<file path="src/rtl/multi_ch_clk_div_if.sv">
// Divisor write bus for multi_ch_clk_div: the controller drives a channel/divisor
// write and observes the one-cycle rejection pulse.
interface multi_ch_clk_div_if #(
   parameter int NUM_CH = 4,
   parameter int CNT_W  = 21
);
   localparam int CH_W = (NUM_CH > 1) ? $clog2(NUM_CH) : 1;

   logic             wr_en;
   logic [CH_W-1:0]  wr_ch;
   logic [CNT_W-1:0] wr_div;
   logic             wr_err;

   modport master (output wr_en, wr_ch, wr_div, input wr_err);
   modport slave  (input wr_en, wr_ch, wr_div, output wr_err);
endinterface

</file>
<file path="src/rtl/multi_ch_clk_div.sv">
// NUM_CH independent programmable clock dividers (tick strobe + square wave each).
// Optional MULTI_CH_CLK_DIV_PHASE_SYNC_EN adds sync_in to phase-align all channels.
module multi_ch_clk_div #(
   parameter int NUM_CH  = 4,
   parameter int CNT_W   = 21,
   parameter int DEF_DIV = 2500
) (
   input  logic              clk,
   input  logic              rst,
   input  logic              en,
`ifdef MULTI_CH_CLK_DIV_PHASE_SYNC_EN
   input  logic              sync_in,
`endif
   multi_ch_clk_div_if.slave wr,
   output logic [NUM_CH-1:0] pend,
   output logic [NUM_CH-1:0] tick_out,
   output logic [NUM_CH-1:0] sq_out
);
   localparam int               CH_W      = (NUM_CH > 1) ? $clog2(NUM_CH) : 1;
   localparam logic [CH_W:0]    NUM_CH_L  = (CH_W + 1)'(NUM_CH);
   localparam logic [CNT_W-1:0] DEF_DIV_L = CNT_W'(DEF_DIV);
   localparam logic [CNT_W-1:0] ONE       = CNT_W'(1);

   logic wr_ok;
   logic sync_now;
   logic wr_err_reg;

`ifdef MULTI_CH_CLK_DIV_PHASE_SYNC_EN
   assign sync_now = sync_in;
`else
   assign sync_now = 1'b0;
`endif

   // A write is valid only for an existing channel and a non-zero divisor.
   assign wr_ok = wr.wr_en && ({1'b0, wr.wr_ch} < NUM_CH_L) && (wr.wr_div != '0);

   always_ff @(posedge clk or negedge rst) begin
      if (!rst) begin
         wr_err_reg <= 1'b0;
      end else begin
         wr_err_reg <= wr.wr_en && !wr_ok;
      end
   end

   assign wr.wr_err = wr_err_reg;

   genvar gi;
   generate
      for (gi = 0; gi < NUM_CH; gi++) begin : g_ch
         logic [CNT_W-1:0] cnt_reg,  cnt_next;
         logic [CNT_W-1:0] div_reg,  div_next;
         logic [CNT_W-1:0] pdiv_reg, pdiv_next;
         logic             pend_reg, pend_next;
         logic             tick_reg, tick_next;
         logic             sq_reg,   sq_next;
         logic             term;
         logic             half;
         logic             hit;

         assign term = (cnt_reg == div_reg - ONE);
         // For div_reg==1 this wraps to all-ones and never matches, so sq stays high.
         assign half = (cnt_reg == (div_reg >> 1) - ONE);
         assign hit  = wr_ok && (wr.wr_ch == CH_W'(gi));

         always_comb begin
            cnt_next  = cnt_reg;
            div_next  = div_reg;
            pdiv_next = pdiv_reg;
            pend_next = pend_reg;
            tick_next = 1'b0;
            sq_next   = sq_reg;
            if (sync_now) begin
               cnt_next = '0;
               sq_next  = 1'b0;
               if (pend_reg) begin
                  div_next  = pdiv_reg;
                  pend_next = 1'b0;
               end
            end else if (en) begin
               if (term) begin
                  cnt_next  = '0;
                  tick_next = 1'b1;
                  sq_next   = 1'b1;
                  if (pend_reg) begin
                     div_next  = pdiv_reg;
                     pend_next = 1'b0;
                  end
               end else begin
                  cnt_next = cnt_reg + ONE;
                  if (half) begin
                     sq_next = 1'b0;
                  end
               end
            end
            // The swap above used the old pending value; a same-cycle write queues for next boundary.
            if (hit) begin
               pdiv_next = wr.wr_div;
               pend_next = 1'b1;
            end
         end

         always_ff @(posedge clk or negedge rst) begin
            if (!rst) begin
               cnt_reg  <= '0;
               div_reg  <= DEF_DIV_L;
               pdiv_reg <= DEF_DIV_L;
               pend_reg <= 1'b0;
               tick_reg <= 1'b0;
               sq_reg   <= 1'b0;
            end else begin
               cnt_reg  <= cnt_next;
               div_reg  <= div_next;
               pdiv_reg <= pdiv_next;
               pend_reg <= pend_next;
               tick_reg <= tick_next;
               sq_reg   <= sq_next;
            end
         end

         assign pend[gi]     = pend_reg;
         assign tick_out[gi] = tick_reg;
         assign sq_out[gi]   = sq_reg;
      end
   endgenerate
endmodule

</file>
<file path="src/flat_wrapper.sv">
// flat-port wrapper written by rule: the top's interface ports become plain ports
module multi_ch_clk_div_flat 
#(
   parameter int NUM_CH  = 4,
   parameter int CNT_W   = 21,
   parameter int DEF_DIV = 2500
)
  (clk, rst, en, pend, tick_out, sq_out, wr_wr_en, wr_wr_ch, wr_wr_div, wr_wr_err);
  multi_ch_clk_div_if #(.NUM_CH(NUM_CH), .CNT_W(CNT_W)) wr_i ();
  input  logic clk;
  input  logic rst;
  input  logic en;
  output logic [NUM_CH-1:0] pend;
  output logic [NUM_CH-1:0] tick_out;
  output logic [NUM_CH-1:0] sq_out;
  input wire logic [$bits(wr_i.wr_en)-1:0] wr_wr_en;
  input wire logic [$bits(wr_i.wr_ch)-1:0] wr_wr_ch;
  input wire logic [$bits(wr_i.wr_div)-1:0] wr_wr_div;
  output wire logic [$bits(wr_i.wr_err)-1:0] wr_wr_err;
  assign wr_i.wr_en = wr_wr_en;
  assign wr_i.wr_ch = wr_wr_ch;
  assign wr_i.wr_div = wr_wr_div;
  assign wr_wr_err = wr_i.wr_err;
  multi_ch_clk_div #(.NUM_CH(NUM_CH), .CNT_W(CNT_W), .DEF_DIV(DEF_DIV)) u_core (.clk(clk), .rst(rst), .en(en), .wr(wr_i), .pend(pend), .tick_out(tick_out), .sq_out(sq_out));
endmodule
</file>
<file path="config.mk">
export PLATFORM = sky130hd
export DESIGN_NAME = multi_ch_clk_div_flat
export DESIGN_NICKNAME = d
export VERILOG_FILES = /design/src/rtl/multi_ch_clk_div_if.sv /design/src/rtl/multi_ch_clk_div.sv /design/src/flat_wrapper.sv
export SDC_FILE = /design/constraint.sdc
export NUM_CORES = 1
export LEC_CHECK = 0
export ABC_CLOCK_PERIOD_IN_PS = 10400
export CAP_MARGIN = 20
export CORE_ASPECT_RATIO = 1.1
export CORE_UTILIZATION = 46
export CTS_BUF_LIST = sky130_fd_sc_hd__clkbuf_2
export DETAILED_ROUTE_END_ITERATION = 16
export GPL_ROUTABILITY_DRIVEN = 0
export SYNTH_ARGS = -nofsm -noshare
export SYNTH_HDL_FRONTEND = slang
export SYNTH_SLANG_ARGS = --single-unit
</file>
<file path="constraint.sdc">
create_clock -name clk -period 10.4 [get_ports clk]
set_input_delay 2.08 -clock clk [delete_from_list [all_inputs] [get_ports clk]]
set_output_delay 2.08 -clock clk [all_outputs]
set_load 0.03 [all_outputs]
</file>
==> key figures <==
Final layout
  – Nets@finish: 1807
  – Post-Layout Cell Count: 2307
  – Layout cells sized above 1: 0.206
  – Post-Route Utilization: 0.501
  – Syn-to-layout area delta: 6.33%
  – Post-route cell area: 18300 µm²

Pwr
  – Power Density: 119 nW/µm²
  – Int Pwr: 1540 µW
  – Max VDD drop: 0.0000743 V
  – Static Leak: 0.00824 µW
  – Switching fraction of total power: 0.294
  – Flop pwr share: 0.554
  – Logic pwr share: 0.100
  – P_sw: 641 µW
  – Clock share of power: 0.346

Global routing
  – Met1 Use GR: 0.297
  – Largest net degree at the start of global routing: 175
  – Gr ovfl total: 0
  – Initial antenna violation count: 1
  – First-pass GRT wire length: 69700 µm
  – Grt met3 use: 0.0430
  – Gr busiest metal: met2
  – Number of global-route vias before repair: 13.1k
  – Total Routing Usage GR: 0.225
  – Met2 usage: 0.370

Placed design
  – Post-DP HPWL: 29700 µm
  – Buffers on Ports: 39
  – Placed Cells: 2179
  – Placed cell area: 17600 µm²
  – Post-place setup slack: 5.36 ns

Hold path
  – Hold Crit Class: flop to flop
  – Hold Path Depth: 1

Critical path
  – Worst path required time: 11.13 ns
  – WP data arrival: 4.97 ns
  – Critical path fanouts, max: 21
  – Critical Path Source Type: flop
  – R2R depth: 9
  – Crit. End Element: flop
  – Setup CP Type: flop to flop

Synthesis
  – Synth cell count leaders: 225 x dfrtp_1, 160 x nor2_1, 152 x mux2_2, 136 x xnor2_1, 129 x xor2_1
  – Syn nets: 1836
  – Post-synthesis compound-gate area fraction: 0.0817
  – Synth top area cells: dfrtp_1 33%, mux2_2 9.9%, xnor2_1 6.9%
  – Synth Area in XOR/XNOR: 0.136
  – Syn_area_per_cell: 9.58 µm²
  – Netlist Area Pre-Place: 17200 µm²
  – Asr flop ratio synth: 1.00
  – Simple-Gate Fraction of Synth Area: 0.217
  – Post-synth EDFFs: 0
  – Sequential area share after synthesis: 0.388
  – Predominant post-synthesis flop cell: dfrtp_1
  – Post-synthesis register bit count: 265
  – Synthesis warning total: 0
  – Yosys cell types: 87
  – Post-synthesis mux area share: 0.119
  – Synth Area in Adders: 0.00873
  – Synthesized instance count: 1797
  – Most frequent cell after synthesis: dfrtp_1
  – Top cell type by total area after synthesis: dfrtp_1
  – Synth top area share: 0.327
  – Largest family of logic cells by synthesized area: simple AND/OR/NAND/NOR gates

Timing
  – Number of hold violations in the final report: 0
  – Post-route setup TNS: 0 ns
  – Slew Limit Fails: 0
  – Setup Skew: 0.141 ns
  – Tcrit/Tclk final: 0.408
  – Worst-margin pin slew: 1.07 ns
  – Final worst slack: 6.16 ns
  – Max_slew headroom: 0.283
  – Final setup fails: 0
  – Final Critical Period: 4.24 ns
  – Fmax: 236 MHz
  – RSZ-0062 raised after global routing: no

CTS
  – CTS sink count: 265
  – Hold buffer count at cts: 0
  – H-tree lvl count: 3
  – Post-CTS sizing: 0
  – CTS Buffer Depth: 3
  – Clk_lat worst skew: 0.92 ns
  – Post-CTS setup buffers: 0
  – Clock slew at reported path FFs: 0.10 ns
  – Clock Tree Root: clkbuf_2
  – Clock buffer count from CTS: 73
  – CTS tree: built

Floorplanning
  – Die width: 186 µm
  – Core region area: 36500 µm²
  – Die area: 38200 µm²
  – Ports: 40
  – Rows: 73
  – Die Ht: 205 µm
  – Initial core utilization: 0.471

Detailed routing
  – DRC: 0
  – Via count: 13.3k
  – Per-cell routed wire length: 18.3 µm
  – Avg Vias per Cell: 5.78
  – First drt pass iteration count: 6
  – Routed WL: 42200 µm
  – Initial detailed-routing violation count: 893
  – Remaining antenna violation count: 0

Job
  – Max-cap violations: 0

Status
  – Outcome: completed
-- logic make-up after synthesis --
logic type / count (synthesis)
AO/OA/AOI/OAI: 207
XOR/XNOR: 266
adder cells (fa/ha/maj): 12
buffers and inverters: 193
flip-flops: 265
multiplexers: 176
AND/OR/NAND/NOR: 678
-- worst max-delay path, cell delays in order, from the launching register on --
cell     delay [ns]
dfrtp_1        0.50
inv_1          0.13
ha_1           0.24
or3b_2         0.52
or3_1          0.40
a22o_1         0.21
or4_4          0.43
nor4_4         0.34
nand4_2        0.78
mux2_4         0.57
-- cell type report --
class                   instances  area [µm²]
clock buffers                 108         541
repair buffers                 50         483
inverters                      39         146
diodes                          1        2.50
clock inverters                18         113
well taps                     487         609
fillers                      3430       18200
multi-input cells            1339        9720
flip-flops and latches        265        6680
-- per-layer routing --
metal  wire (µm)  vias up  part of all wire
met2       19800      358              0.47
met3        2080       79             0.049
met4         950        0             0.023
met1       19400     6531              0.46
li1            -     6369                 -
met5           0        -                 0
-- power by group through the flow --
stage | sequential, µW | clock [µW] | combinational [µW]
after global placement | 1230 | 0 | 213
after CTS | 1210 | 789 | 221
after detailed placement | 1230 | 0 | 220
after floorplan | 1180 | 0 | 178
after global routing | 1220 | 842 | 247
final | 1210 | 755 | 219
-- cells in the final DEF (no fill, tap or decap), types with 20 or more instances in the layout --
master and count:
nand3_1 68, o21ai_0 46, xnor2_1 136, a21oi_1 34, mux2_2 152, inv_1 38
nor3_1 50, dfrtp_1 225, nand2_1 84, nor2b_1 21, clkbuf_2 109, or4_1 20
clkdlybuf4s50_1 37, or3_1 22, nand4_1 41, dfstp_2 40, nor2_1 160, mux2_4 20
xor2_1 129, and3_1 41, nor4_1 48
-- worst paths after layout --
path,start,end,slack (ns)
worst max-delay path,u_core.g_ch[0].div_reg[0]$_DFFE_PN0P_,u_core.g_ch[0].div_reg[10]$_DFFE_PN0P_,6.16
worst min-delay path,u_core.g_ch[2].pdiv_reg[5]$_DFFE_PN0P_,u_core.g_ch[2].div_reg[5]$_DFFE_PN0P_,0.46
worst max register to register,u_core.g_ch[0].div_reg[0]$_DFFE_PN0P_,u_core.g_ch[0].div_reg[10]$_DFFE_PN0P_,6.16
worst min register to register,u_core.g_ch[2].pdiv_reg[5]$_DFFE_PN0P_,u_core.g_ch[2].div_reg[5]$_DFFE_PN0P_,0.46
max in group asynchronous,rst,u_core.g_ch[2].cnt_reg[11]$_DFFE_PN0P_,7.77
min in group asynchronous,rst,u_core.g_ch[3].cnt_reg[12]$_DFFE_PN0P_,1.17
-- stage by stage --
stage / hold WS [ns] / power (µW)
6_report: 0.458 / 2180
5_1_grt: 0.497 / 2310
4_1_cts: 0.476 / 2220
3_5_place_dp: 0.488 / 1450
3_3_place_gp: 0.484 / 1440
2_1_floorplan: 0.461 / 1360
Power figures use the tool's default switching activity.
